## src/rtl/ppu_pal_arbiter.sv

```systemverilog
`default_nettype none
// ----------------------------------------------------------------------------
// ppu_pal_arbiter : palette RAM port arbiter (pixel lookups vs. CPU $2007)
// Revision 1.0
// ----------------------------------------------------------------------------
module ppu_pal_arbiter #(
  parameter int unsigned STARVE_LIMIT = 8
) (
  input  logic       clk,
  input  logic       rst,
  input  logic       render_en,
  input  logic       pix_valid,
  input  logic [4:0] pix_idx,
  input  logic [4:0] bd_idx,
  input  logic       grayscale,
  output logic       color_valid,
  output logic [5:0] color,
  output logic       pix_drop,
  input  logic       cpu_req,
  input  logic       cpu_we,
  input  logic [4:0] cpu_addr,
  input  logic [7:0] cpu_wdata,
  output logic       cpu_ack,
  output logic [7:0] cpu_rdata,
  output logic [4:0] pal_addr,
  output logic       pal_wr,
  output logic [7:0] pal_wdata,
  input  logic [7:0] pal_rdata
);

  localparam logic [7:0] STARVE_LIM8 = 8'(STARVE_LIMIT);

  typedef enum logic [1:0] {
    IDLE   = 2'd0,
    RD_CAP = 2'd1,
    ACK    = 2'd2
  } state_t;

  state_t     state;
  logic [7:0] wait_cnt;
  logic [4:0] eff_idx;
  logic       cpu_grant;
  logic       s1_valid;
  logic       s1_gray;
  logic       s1_drop;

  assign eff_idx = render_en ? pix_idx : bd_idx;

  // The CPU only steals a pixel slot once it has been refused long enough.
  assign cpu_grant = (state == IDLE) && cpu_req &&
                     (!pix_valid || (wait_cnt >= STARVE_LIM8));

  assign pal_addr  = cpu_grant ? cpu_addr : eff_idx;
  assign pal_wr    = cpu_grant & cpu_we;
  assign pal_wdata = cpu_wdata;

  always_ff @(posedge clk or posedge rst) begin
    if (rst) begin
      state     <= IDLE;
      wait_cnt  <= 8'd0;
      cpu_ack   <= 1'b0;
      cpu_rdata <= 8'd0;
    end else begin
      cpu_ack <= 1'b0;

      if (!cpu_req || cpu_grant) begin
        wait_cnt <= 8'd0;
      end else if ((state == IDLE) && (wait_cnt != 8'hFF)) begin
        wait_cnt <= wait_cnt + 8'd1;
      end

      case (state)
        IDLE: begin
          if (cpu_grant) begin
            if (cpu_we) begin
              state   <= ACK;
              cpu_ack <= 1'b1;
            end else begin
              state <= RD_CAP;
            end
          end
        end
        RD_CAP: begin
          cpu_rdata <= pal_rdata;
          cpu_ack   <= 1'b1;
          state     <= ACK;
        end
        ACK: begin
          state <= IDLE;
        end
        default: begin
          state <= IDLE;
        end
      endcase
    end
  end

  // Stage 2 lines up with pal_rdata, which answers the stage-1 address.
  always_ff @(posedge clk or posedge rst) begin
    if (rst) begin
      s1_valid    <= 1'b0;
      s1_gray     <= 1'b0;
      s1_drop     <= 1'b0;
      color_valid <= 1'b0;
      pix_drop    <= 1'b0;
      color       <= 6'd0;
    end else begin
      s1_valid    <= pix_valid;
      s1_gray     <= grayscale;
      s1_drop     <= pix_valid & cpu_grant;
      color_valid <= s1_valid;
      pix_drop    <= s1_valid & s1_drop;
      if (s1_valid && !s1_drop) begin
        color <= pal_rdata[5:0] & (s1_gray ? 6'h30 : 6'h3F);
      end
    end
  end

endmodule
`default_nettype wire

```

## config.mk

```make
export PLATFORM = sky130hd
export DESIGN_NAME = ppu_pal_arbiter
export DESIGN_NICKNAME = d
export VERILOG_FILES = /design/src/rtl/ppu_pal_arbiter.sv
export SDC_FILE = /design/constraint.sdc
export NUM_CORES = 1
export LEC_CHECK = 0
export CORE_UTILIZATION = 40
export DETAILED_ROUTE_END_ITERATION = 10
export GPL_TIMING_DRIVEN = 0
export PLACE_DENSITY = 0.88
export SKIP_CTS_REPAIR_TIMING = 1
export SLEW_MARGIN = 20
export SYNTH_ARGS = -nofsm -noshare
export SYNTH_HDL_FRONTEND = slang
export SYNTH_SLANG_ARGS = --single-unit
```

## constraint.sdc

```tcl
create_clock -name clk -period 1.7 [get_ports clk]
set_input_delay 0.17 -clock clk [delete_from_list [all_inputs] [get_ports clk]]
set_output_delay 0.17 -clock clk [all_outputs]
set_load 0.01 [all_outputs]
```

* Yosys cells after proc, flatten, opt, wreduce, memory -nomap -nowiden
Cells that the tools add are included.
** Cells by class
- Add/subtract/negate cells :: 1
- $lt $le $gt $ge :: 1
- Equal/unequal tests :: 3
- Muxes and demuxes :: 11
- Bitwise logic cells :: 4
- Reductions and logical operators :: 11
** Operators by type and width (count)
- $mux W8 :: 2
- $mux W5 :: 2
- $add A8 B1 Y8 const B :: 1
- $ge A8 B4 Y1 const B :: 1
- $ne A8 B8 Y1 const B :: 1
- $and A6 B6 Y6 :: 1
- $logic_and A1 B1 Y1 :: 4
- $mux W2 :: 2
- $mux W4 :: 1
- $pmux W2 S2 :: 1
- $and A1 B1 Y1 :: 3
- $logic_not A1 Y1 :: 3
- $eq A2 B1 Y1 const B :: 1
- $logic_not A2 Y1 :: 1
- $logic_or A1 B1 Y1 :: 2
- $mux W1 :: 2
- $ne A2 B2 Y1 const B :: 1
- $pmux W1 S2 :: 1
- $reduce_bool A2 Y1 :: 1
** Word-level totals
- Flip-flop bits (word level) :: 30
- Word-level logic and storage cells :: 41

* Logic depth before layout (Yosys ltp)
Gate-level depths: netlist (run 1).
- Word-level depth :: 5
- Depth in mapped cells :: 5
- Gate-level depth less buffers :: 5

* Least setup slack after synthesis (run 1)
Ideal clock, no wire load.
- Kind :: register to output
- Start :: register wait_cnt[7]
- End :: output pal_addr[0]
- Data arrival time :: 1.307 ns
- Slack :: 0.223 ns
- Cell stages (with the launch flop) :: 5
- Cell sequence :: dfrtp_1 nor4_2 a311oi_2 nand2_4 mux2_4
** On the way
- Word-level cells in the longest chain between the ends :: 4
** RTL lines
- start, declared :: RTL line 40 : logic [7:0] wait_cnt;
- start signal, assigned :: RTL line 69 : wait_cnt <= wait_cnt + 8'd1;
- $ge A8 B4 Y1 :: RTL line 51 : (!pix_valid || (wait_cnt >= STARVE_LIM8));
- $logic_or A1 B1 Y1 :: RTL line 51
- $logic_and A1 B1 Y1 :: RTL line 50 : assign cpu_grant = (state == IDLE) && cpu_req &&
- $mux W5 :: RTL line 53 : assign pal_addr = cpu_grant ? cpu_addr : eff_idx;
- end, declared :: RTL line 25 : output logic [4:0] pal_addr,
Every way passes these cells.

* Final worst setup path (run 1)
- Start :: register wait_cnt[6]
- End :: output pal_addr[1]
Same word-level chain as after synthesis.

==> results by group, run 1 <==
Die
  • IO Pins: 69
  • Die Span Y: 62 microns
  • Die width: 62 microns
  • Die ar.: 3840 sq um
  • Core area: 3390 sq um
  • Std-Cell Rows: 21
  • Initial core utilization: 42.5%

Route
  • Number of detailed-route iterations in the first pass: 4
  • DRC viols: 0
  • DRT antenna net count: 0
  • Vias: 1176
  • Routed Wire Length: 3230 microns
  • DRT iter0 DRCs: 35
  • DR vias/cell: 4.86
  • Drt wl/cell: 13.3 microns

STA
  • Tightest Pin Transition: 582 ps
  • Worst Skew: 8.47 ps
  • Pins Over Slew Limit: 0
  • Endpoints failing setup: 6
  • Final worst setup slack: -435 ps
  • Unrepaired setup endpoints after global routing: yes
  • Fin crit period: 2140 ps
  • Upper clock frequency limit: 468 MHz
  • Fin crit share: 126%
  • Final Hold Viols: 0
  • Rel. slew slack: 61.2%

Power and ir drop
  • Total power: 1.82 mW
  • Leakage power: 0.992 nW
  • P per Cell Area: 811 nW/um^2
  • VDD IR-drop max: 389 uV

Setup path
  • Worst Setup Path Type: register to output pin
  • CP Launch Point: wait_cnt[6]
  • Reg2Reg Depth: 5
  • Worst R2R Start: wait_cnt[0]
  • CP endpoint kind: output pin
  • CP Launch Type: register
  • Critical Path RT: 1530 ps
  • Crit-path max FO: 4
  • Data arrival time of the critical path: 1970 ps

Layout
  • Post-layout util: 66.0%
  • Layout area overhead: 55.4%
  • Final #Nets: 235
  • Ant diodes: 0
  • Share of cells above drive strength 1: 31.6%

Job
  • MaxCap Viol Count: 0

Clock tree
  • CTS tree: yes
  • Clk Latency, worst-skew pair: 340 ps
  • Clk sink count: 30
  • Clk slew on worst S/H paths: 100 ps
  • Max Root-Sink Buffers: 2
  • Htree depth: 2
  • Cts bufs inserted: 5
  • CTS root buf: clkbuf_4

GRT
  • GRT Util Overall: 18.4%
  • GR Overflow Total: 0
  • Largest net degree at the start of global routing: 31
  • Initial antenna violation count: 0
  • First-pass GRT wire length: 4820 microns
  • Vias in the first global route: 1103

Synth
  • Seq/Total Area, Yosys: 52.1%
  • Synth Instances: 120
  • YS warnings: 0
  • Post-Syn Area: 1440 sq um
  • Syn avg cell area: 12.0 sq um
  • Net Count, Synth: 160
  • Synth unique cells: 33
  • FF+latch count, synth: 30

Place
  • Gpl congestion: 0.860
  • Post-DP HPWL: 2450 microns
  • Port buffer count: 60

Worst hold path
  • Hold/Removal Path Class: primary input to asynchronous set/reset pin

Status
  • Failing checks: setup timing
  • Outcome: complete, but fails checks
-- critical path: stages, from the launching register on --
cell and delay (ps):
dfrtp_2 450, nor4_4 300, a311oi_4 160, nand2_4 120, buf_6 110, buf_6 80, mux2_4 290, buf_6 120
-- state kept, by name, indices dropped and copies added (netlist names) --
| name | cells |
|---|---|
| s1_drop | 1 |
| s1_gray | 1 |
| s1_valid | 1 |
| cpu_rdata | 8 |
| state | 2 |
| color | 6 |
| pix_drop | 1 |
| wait_cnt | 8 |
| cpu_ack | 1 |
| color_valid | 1 |
-- logic make-up (layout without fill, tap and decap cells) --
group	count (synthesis)	in the layout	synth area share, %
AND/OR/NAND/NOR	32	32	11.9
AO/OA/AOI/OAI	18	18	9.21
flip-flops	30	30	52.1
adder cells (fa/ha/maj)	2	2	1.74
buffers and inverters	16	92	6.86
XOR/XNOR	2	2	1.22
multiplexers	20	20	16.9
-- final timing paths --
path / to / slack [ps]
max: pal_addr[1] / -440
min: s1_drop / 210
max reg2reg: wait_cnt[6] / 100
min reg2reg: color_valid / 400
max in group asynchronous: wait_cnt[6] / 1070
min in group clk: s1_gray / 260
-- power breakdown --
group | internal, mW | switching (mW) | total (mW)
Sequential | 0.796 | 0.0516 | 0.848
Clock | 0.198 | 0.246 | 0.444
Combinational | 0.334 | 0.190 | 0.524
-- cell usage in the layout, fill, tap and decap left out, types with 2 or more instances in the layout --
master and instances:
o21ai_0 4, dfrtp_1 27, inv_2 2, a21oi_1 3
buf_6 5, nand2b_1 6, dfrtp_2 3, o21bai_1 2
xnor2_1 2, clkbuf_2 3, clkbuf_4 5, mux2_2 15
nand2_1 7, buf_2 2, clkdlybuf4s50_1 54, nor2_1 8
buf_4 14, nand3_1 2, mux2_4 5, and3_1 2
inv_1 3
-- cell usage after synthesis (all sizes together) --
library cell | instances | area share, %
a21oi | 3 | 1.0
a311oi | 2 | 2.1
a31oi | 1 | 0.43
a41oi | 1 | 0.61
and2 | 1 | 0.43
and3 | 2 | 0.87
buf | 10 | 5.3
clkbuf | 1 | 0.26
dfrtp | 30 | 52
ha | 2 | 1.7
inv | 5 | 1.3
mux2 | 20 | 17
nand2 | 8 | 2.6
nand2b | 6 | 2.6
nand3 | 2 | 0.70
nand4 | 1 | 0.43
nor2 | 8 | 2.1
nor2b | 1 | 0.43
nor3 | 1 | 0.35
nor4 | 1 | 0.87
o211ai | 1 | 0.52
o21a | 1 | 0.52
o21ai | 5 | 1.7
o21ba | 1 | 0.70
o21bai | 2 | 1.0
o31ai | 1 | 0.52
or4 | 1 | 0.52
xnor2 | 2 | 1.2
-- stage by stage --
stage / cells / worst slack [ps] / cell area (sq um) / hold slack (ps) / TNS [ps]
3_5_place_dp: 226 / -503 / 2100 / 389 / -2840
3_3_place_gp: 226 / -454 / 2100 / 377 / -2560
4_1_cts: 234 / -719 / 2160 / 257 / -4140
6_report: 242 / -435 / 2240 / 205 / -1980
5_1_grt: 242 / -523 / 2240 / 243 / -2480
2_1_floorplan: 120 / 223 / 1440 / 201 / 0
-- area by class of cell --
type | count | area, sq um
fillers | 257 | 1150
flip-flops and latches | 30 | 754
repair buffers | 68 | 651
multi-input cells | 74 | 613
plain buffers | 11 | 80.1
well taps | 46 | 57.6
clock buffers | 6 | 51.3
inverters | 5 | 18.8
clock inverters | 2 | 12.5
-- per-layer routing --
metal | vias to the layer above | share of wire [%] | GRT usage [%]
li1 | 562 | - | -
met1 | 542 | 36 | 18.8
met2 | 62 | 53 | 33.1
met3 | 10 | 7.9 | 5.59
met4 | 0 | 2.5 | 10.5
met5 | - | 0 | 0
(Power assumes the default switching activity.)
==> run 2: changes to the inputs <==
--- a/config.mk
+++ b/config.mk
@@ -6,6 +6,7 @@
 export NUM_CORES = 1
 export LEC_CHECK = 0
 export CORE_UTILIZATION = 40
+export CTS_CLUSTER_DIAMETER = 80
 export DETAILED_ROUTE_END_ITERATION = 10
 export GPL_TIMING_DRIVEN = 0
 export PLACE_DENSITY = 0.88
==> results of run 2 <==
The final DEF is identical to that of run 1; final timing and power are the same.
